**config.mk**
```make
export PLATFORM = sky130hd
export DESIGN_NAME = led_blink_sequencer
export DESIGN_NICKNAME = d
export VERILOG_FILES = /design/src/rtl/led_blink_pkg.sv /design/src/rtl/tick_gen.sv /design/src/rtl/led_blink_sequencer.sv
export SDC_FILE = /design/constraint.sdc
export NUM_CORES = 1
export LEC_CHECK = 0
export CAP_MARGIN = 20
export CORE_MARGIN = 3
export CORE_UTILIZATION = 40
export DETAILED_ROUTE_END_ITERATION = 10
export GPL_TIMING_DRIVEN = 0
export PLACE_DENSITY = 0.62
export SLEW_MARGIN = 10
export SYNTH_ARGS = -nofsm -noshare
export SYNTH_HDL_FRONTEND = slang
export SYNTH_HIERARCHICAL = 1
export SYNTH_SLANG_ARGS = --single-unit
```
**constraint.sdc**
```tcl
create_clock -name clk_25mhz -period 3.54 [get_ports clk_25mhz]
set_input_delay 1.062 -clock clk_25mhz [delete_from_list [all_inputs] [get_ports clk_25mhz]]
set_output_delay 1.062 -clock clk_25mhz [all_outputs]
set_load 0.02 [all_outputs]
```
**src/rtl/led_blink_pkg.sv**
```systemverilog
// rtl/led_blink_pkg.sv - shared types and parameter helpers for the LED blink sequencer
//
// Purpose : sequencer state encoding, prescaler divide/width calculation,
//           and the zero-means-one tick length rule.
// Ports   : none (package).

package led_blink_pkg;

  typedef enum logic [1:0] {
    ST_IDLE = 2'd0,
    ST_ON   = 2'd1,
    ST_OFF  = 2'd2
  } blink_state_t;

  // Clock cycles per blink tick.
  function automatic int calc_div(input int clk_hz, input int tick_hz);
    return clk_hz / tick_hz;
  endfunction

  // Bits needed to count 0..div-1, i.e. ceil(log2(div)), never less than 1.
  function automatic int cnt_width(input int div);
    int w;
    w = 1;
    while ((1 << w) < div) begin
      w = w + 1;
    end
    return w;
  endfunction

  // A phase length of 0 ticks is treated as 1 tick.
  function automatic logic [7:0] eff_ticks(input logic [7:0] t);
    return (t == 8'd0) ? 8'd1 : t;
  endfunction

endpackage

```
**src/rtl/tick_gen.sv**
```systemverilog
// rtl/tick_gen.sv - restartable blink time-base prescaler
//
// Purpose : divides clk_25mhz by DIV and emits a one-cycle tick each time
//           the counter wraps DIV-1 -> 0.
// Ports   : clk_25mhz  in   sole clock
//           rst_n      in   asynchronous active-low reset
//           restart    in   reload the counter to 0 (next tick DIV cycles later)
//           tick       out  one-cycle pulse on wrap

import led_blink_pkg::*;

module tick_gen #(
  parameter int DIV = 10
) (
  input  logic clk_25mhz,
  input  logic rst_n,
  input  logic restart,
  output logic tick
);

  localparam int              W    = cnt_width(DIV);
  localparam logic [W-1:0]    LAST = W'(DIV - 1);

  logic [W-1:0] cnt;

  always_ff @(posedge clk_25mhz or negedge rst_n) begin
    if (!rst_n) begin
      cnt <= '0;
    end else if (restart || (cnt == LAST)) begin
      cnt <= '0;
    end else begin
      cnt <= cnt + 1'b1;
    end
  end

  // A restart cycle never counts as a tick: the time base starts fresh.
  assign tick = !restart && (cnt == LAST);

endmodule

```
**src/rtl/led_blink_sequencer.sv**
```systemverilog
// rtl/led_blink_sequencer.sv - command-driven LED blink sequencer
//
// Purpose : accepts one blink command (pattern, on/off length in ticks,
//           repeat count) and plays it out as ON/OFF phases on the led bus.
// Ports   : clk_25mhz      in   sole clock
//           rst_n          in   asynchronous active-low reset
//           cmd_valid      in   command request
//           cmd_ready      out  command can be accepted this cycle
//           cmd_pattern    in   LEDs lit during ON
//           cmd_on_ticks   in   ON length in ticks (0 treated as 1)
//           cmd_off_ticks  in   OFF length in ticks (0 treated as 1)
//           cmd_repeat     in   number of blinks (0 = complete immediately)
//           abort          in   synchronous cancel, no done pulse
//           led            out  registered LED drive
//           busy           out  sequence in progress
//           done           out  one-cycle pulse at normal completion

import led_blink_pkg::*;

module led_blink_sequencer #(
  parameter int CLK_HZ  = 25_000_000,
  parameter int TICK_HZ = 100,
  parameter int LED_W   = 8
) (
  input  logic             clk_25mhz,
  input  logic             rst_n,
  input  logic             cmd_valid,
  output logic             cmd_ready,
  input  logic [LED_W-1:0] cmd_pattern,
  input  logic [7:0]       cmd_on_ticks,
  input  logic [7:0]       cmd_off_ticks,
  input  logic [3:0]       cmd_repeat,
  input  logic             abort,
  output logic [LED_W-1:0] led,
  output logic             busy,
  output logic             done
);

  localparam int DIV = calc_div(CLK_HZ, TICK_HZ);

  blink_state_t     state;
  logic [LED_W-1:0] pattern_q;
  logic [7:0]       on_q;
  logic [7:0]       off_q;
  logic [3:0]       rem_q;
  logic [7:0]       phase_cnt;
  logic             out_of_reset;
  logic             tick;
  logic             accept;

  // cmd_ready stays low during reset and rises on the first edge after release.
  assign cmd_ready = out_of_reset && (state == ST_IDLE) && !abort;
  assign busy      = (state != ST_IDLE);
  assign accept    = cmd_valid && cmd_ready;

  tick_gen #(
    .DIV(DIV)
  ) u_tick_gen (
    .clk_25mhz(clk_25mhz),
    .rst_n    (rst_n),
    .restart  (accept),
    .tick     (tick)
  );

  always_ff @(posedge clk_25mhz or negedge rst_n) begin
    if (!rst_n) begin
      out_of_reset <= 1'b0;
    end else begin
      out_of_reset <= 1'b1;
    end
  end

  always_ff @(posedge clk_25mhz or negedge rst_n) begin
    if (!rst_n) begin
      state     <= ST_IDLE;
      led       <= '0;
      done      <= 1'b0;
      pattern_q <= '0;
      on_q      <= '0;
      off_q     <= '0;
      rem_q     <= '0;
      phase_cnt <= '0;
    end else begin
      done <= 1'b0;
      if (abort) begin
        state     <= ST_IDLE;
        led       <= '0;
        rem_q     <= '0;
        phase_cnt <= '0;
      end else begin
        case (state)
          ST_IDLE: begin
            if (accept) begin
              pattern_q <= cmd_pattern;
              on_q      <= eff_ticks(cmd_on_ticks);
              off_q     <= eff_ticks(cmd_off_ticks);
              rem_q     <= cmd_repeat;
              if (cmd_repeat == 4'd0) begin
                done <= 1'b1;
              end else begin
                state     <= ST_ON;
                led       <= cmd_pattern;
                phase_cnt <= eff_ticks(cmd_on_ticks);
              end
            end
          end

          // phase_cnt holds the ticks still to elapse in the current phase;
          // the phase ends on the tick that finds it at 1.
          ST_ON: begin
            if (tick) begin
              if (phase_cnt == 8'd1) begin
                state     <= ST_OFF;
                led       <= '0;
                phase_cnt <= off_q;
              end else begin
                phase_cnt <= phase_cnt - 8'd1;
              end
            end
          end

          ST_OFF: begin
            if (tick) begin
              if (phase_cnt == 8'd1) begin
                if (rem_q == 4'd1) begin
                  state     <= ST_IDLE;
                  rem_q     <= 4'd0;
                  phase_cnt <= 8'd0;
                  done      <= 1'b1;
                end else begin
                  state     <= ST_ON;
                  rem_q     <= rem_q - 4'd1;
                  led       <= pattern_q;
                  phase_cnt <= on_q;
                end
              end else begin
                phase_cnt <= phase_cnt - 8'd1;
              end
            end
          end

          default: begin
            state <= ST_IDLE;
            led   <= '0;
          end
        endcase
      end
    end
  end

endmodule

```
==> reports/results.txt <==
final setup vio count: 0
cell area after technology mapping: 3617 sq um
Layout fillers: 826
CTS tree: done
flop-to-flop setup slack: 740 ps
register share of total power: 36.9%
relative slew slack: 52.62%
total internal power: 2.124 mW
Hold/Removal Path Class: reg -> reg
required time of the critical path: 2480 ps
critical path arrival: 2320 ps
terminus of the critical flop-to-flop path: led[2]$_DFFE_PN0P_
total net switching power: 1.204 mW
initial drt markers: 139
switching power as a share of total power: 36.18%
Hold EP: u_tick_gen/cnt[0]$_DFF_PN0_
Max H-tree Level: 3
leading register cell type out of synthesis: sky130_fd_sc_hd__dfrtp_1
final net count: 435
Yosys warning count: 6
Hold Path Depth: 1
number of vias per cell: 5.401
DRC: 0
Critical Path, Cell by Cell: clkdlybuf4s50_1 -> nor2b_4 -> and2_1 -> dlygate4sd2_1
PostCTS Resize Cnt: 5
vias in the first global route: 2689
total global routing overflow: 0
crit path launch type: input pin
Avg Synthesized Cell Area: 10.64 sq um
number of buffers added by the clock tree synthesis step: 9
Worst Setup Path Type: in -> out
clock-pin slew reported for the worst setup and hold paths after clock tree synthesis: 60 ps
site row count: 34
dpl cell area: 4198 sq um
initial standard-cell utilization of the core: 41.28%
number of setup buffers added after CTS: 0
Net Count, Synth: 382
Die Width: 101.1 um
drt pass-1 iters: 5
library cell contributing the largest single delay on the critical path: sky130_fd_sc_hd__clkdlybuf4s50_1
initial antenna violation count: 0
Final Routed Wirelength: 7.797 mm
measured slew at the worst slew-check pin: 704.8 ps
area inside the core boundary: 8763 sq um
maximum clock path buffer count: 2
number of max-slew violations in the final report: 0
Port Buffers: 42
sequential element share of the synthesized area: 45.66%
global-route wire length before repair: 13.41 mm
worst r2r src: state[1]$_DFFE_PN0P_
kind of cell adding the most delay to the critical path: buffers and inverters
Hold Crit Start: u_tick_gen/cnt[0]$_DFF_PN0_
Crit path largest cell delay: 540 ps
CTS Sinks: 66
clock root cell: sky130_fd_sc_hd__clkbuf_8
upper clock frequency limit: 295.8 MHz
total count of hold-check failures in the final report: 0
final std cells w/o fill: 506
global placer's final weighted congestion: 0.7926
critical path endpoint category: primary output
number of antenna cells inserted: 0
worst setup path start: abort
die height: 101.1 um
Final period util: 95.49%
maximum clock skew at final layout: 10.81 ps
register bit total from synthesis: 66
run status: complete, no violations
share of final-layout standard cells stronger than drive strength 1: 17.09%
synth-to-layout area growth: 22.59%
number of enable-type register cells in the synthesized netlist: 0
top-area cell type share of the netlist area: 45.66%
Leakage: 1.949 nW
count of different cell masters after synthesis: 59
proportion of power drawn by the clock network: 20.1%
GRT Resource Usage Total: 16.65%
routed len/inst: 15.41 um
number of cells produced by synthesis: 340
number of cell instances on the worst register-to-register path: 12
end-of-flow core utilization: 50.60%
final critical path time including I/O delays and setup: 3380 ps
Gate power share: 43.0%
DRT antenna net count: 0
cell count after placement: 491
maximum net fanout on the critical path: 5
leading cell type in the layout, fill and taps excluded: sky130_fd_sc_hd__dfrtp_1
post-layout instance area: 4434 sq um
Post-Route Setup TNS: 0 ps
placed wire-length estimate: 5.817 mm
RSZ-0062 raised after global routing: no
number of max-cap violations: 0
die area: 10220 sq um
largest net degree at the start of global routing: 45
power density over cell area: 750.7 nW/um^2
largest cells by area after synthesis: sky130_fd_sc_hd__dfrtp_1, sky130_fd_sc_hd__mux2_2, sky130_fd_sc_hd__nor2_1
latest clock arrival within the worst-skew pair: 340 ps
CTS Hold Buffers Added: 0
overall via count from detail_route: 2733
num ports: 43
fraction of synthesis flops using an asynchronous set or reset pin: 100.0%
largest voltage drop on the vdd net: 0.2695 mV
highest-count cells in the layout ignoring fill and taps: sky130_fd_sc_hd__dfrtp_1, sky130_fd_sc_hd__clkdlybuf4s50_1, sky130_fd_sc_hd__nor2_1, sky130_fd_sc_hd__mux2_2, sky130_fd_sc_hd__inv_1
count of buffering cells on the critical path with inverters included: 2
post-synthesis cell type with the largest combined area: sky130_fd_sc_hd__dfrtp_1
## cells by family (layout without fill, tap and decap cells)
kind of cell    count (synthesis)  in the layout  share of synthesized area [%]
simple gates                  117            117                          17.68
flops                          66             66                          45.66
compound gates                 62             62                          13.28
mux                            34             34                          11.35
buf+inv                        34             92                          4.600
xor+xnor                       16             16                          3.874
fa+ha+maj                      10             10                          3.459
other cells                     1              1                         0.1037
## worst max-delay path by stage
stage / endpoint / depth (start not counted)
after floorplan: led[0]$_DFFE_PN0P_ / 12
after global placement: phase_cnt[2]$_DFFE_PN0P_ / 11
after detailed placement: phase_cnt[1]$_DFFE_PN0P_ / 11
after CTS: led[2]$_DFFE_PN0P_ / 11
after global routing: cmd_ready / 4
final: cmd_ready / 4
## synthesized netlist by cell type (4+ instances only)
master,number
sky130_fd_sc_hd__a22oi_1,9
sky130_fd_sc_hd__ha_1,10
sky130_fd_sc_hd__dfrtp_1,66
sky130_fd_sc_hd__inv_1,18
sky130_fd_sc_hd__nand4_1,7
sky130_fd_sc_hd__a21oi_1,10
sky130_fd_sc_hd__nor2_1,39
sky130_fd_sc_hd__a2bb2oi_1,8
sky130_fd_sc_hd__a221o_1,7
sky130_fd_sc_hd__a211oi_1,4
sky130_fd_sc_hd__o21ai_0,6
sky130_fd_sc_hd__nand2_1,11
sky130_fd_sc_hd__nand3_1,7
sky130_fd_sc_hd__xor2_1,7
sky130_fd_sc_hd__nor4_1,9
sky130_fd_sc_hd__mux2_4,8
sky130_fd_sc_hd__nor3_1,16
sky130_fd_sc_hd__and3_1,6
sky130_fd_sc_hd__mux2_2,22
sky130_fd_sc_hd__xnor2_1,9
sky130_fd_sc_hd__clkbuf_1,10
## power by group through the flow
stage                     combinational, mW  sequential, mW  clock [mW]
after global routing                   1.58            1.27       0.731
after CTS                              1.43            1.23       0.692
after detailed placement               1.41            1.24           0
final                                  1.43            1.23       0.671
after global placement                 1.38            1.23           0
after floorplan                       0.991            1.24           0
## metrics by stage
stage          power [mW]  setup WS (ps)  hold slack (ps)
6_report            3.329          159.7            458.7
4_1_cts             3.346          88.60            467.9
3_3_place_gp        2.616          -1119            450.6
3_5_place_dp        2.650          -1110            458.3
2_1_floorplan       2.234          341.0            428.5
5_1_grt             3.580          58.54            494.6
## cell type report
class | count | area, sq um | share of cell area [%]
multi-input cells | 240 | 1826 | 41.17
flip-flops and latches | 66 | 1652 | 37.25
repair buffers | 44 | 449.2 | 10.13
clock buffers | 12 | 165.2 | 3.725
well taps | 108 | 135.1 | 3.047
plain buffers | 14 | 91.34 | 2.060
inverters | 18 | 67.56 | 1.524
clock inverters | 4 | 48.80 | 1.100
## routing by layer
| layer | vias up | track usage [%] | wire (um) |
|---|---|---|---|
| met5 | - | 0 | 0 |
| met4 | 0 | 5.828 | 61 |
| met3 | 4 | 3.460 | 244 |
| met2 | 39 | 25.10 | 3664 |
| met1 | 1344 | 23.73 | 3826 |
| li1 | 1346 | - | - |
## sequential cells by signal, indices dropped and copies added (netlist names), 2 cells and up
name,cells
led,8
off_q,8
rem_q,4
phase_cnt,8
state,2
u_tick_gen/cnt,18
on_q,8
pattern_q,8
Power figures use the tool's default switching activity.
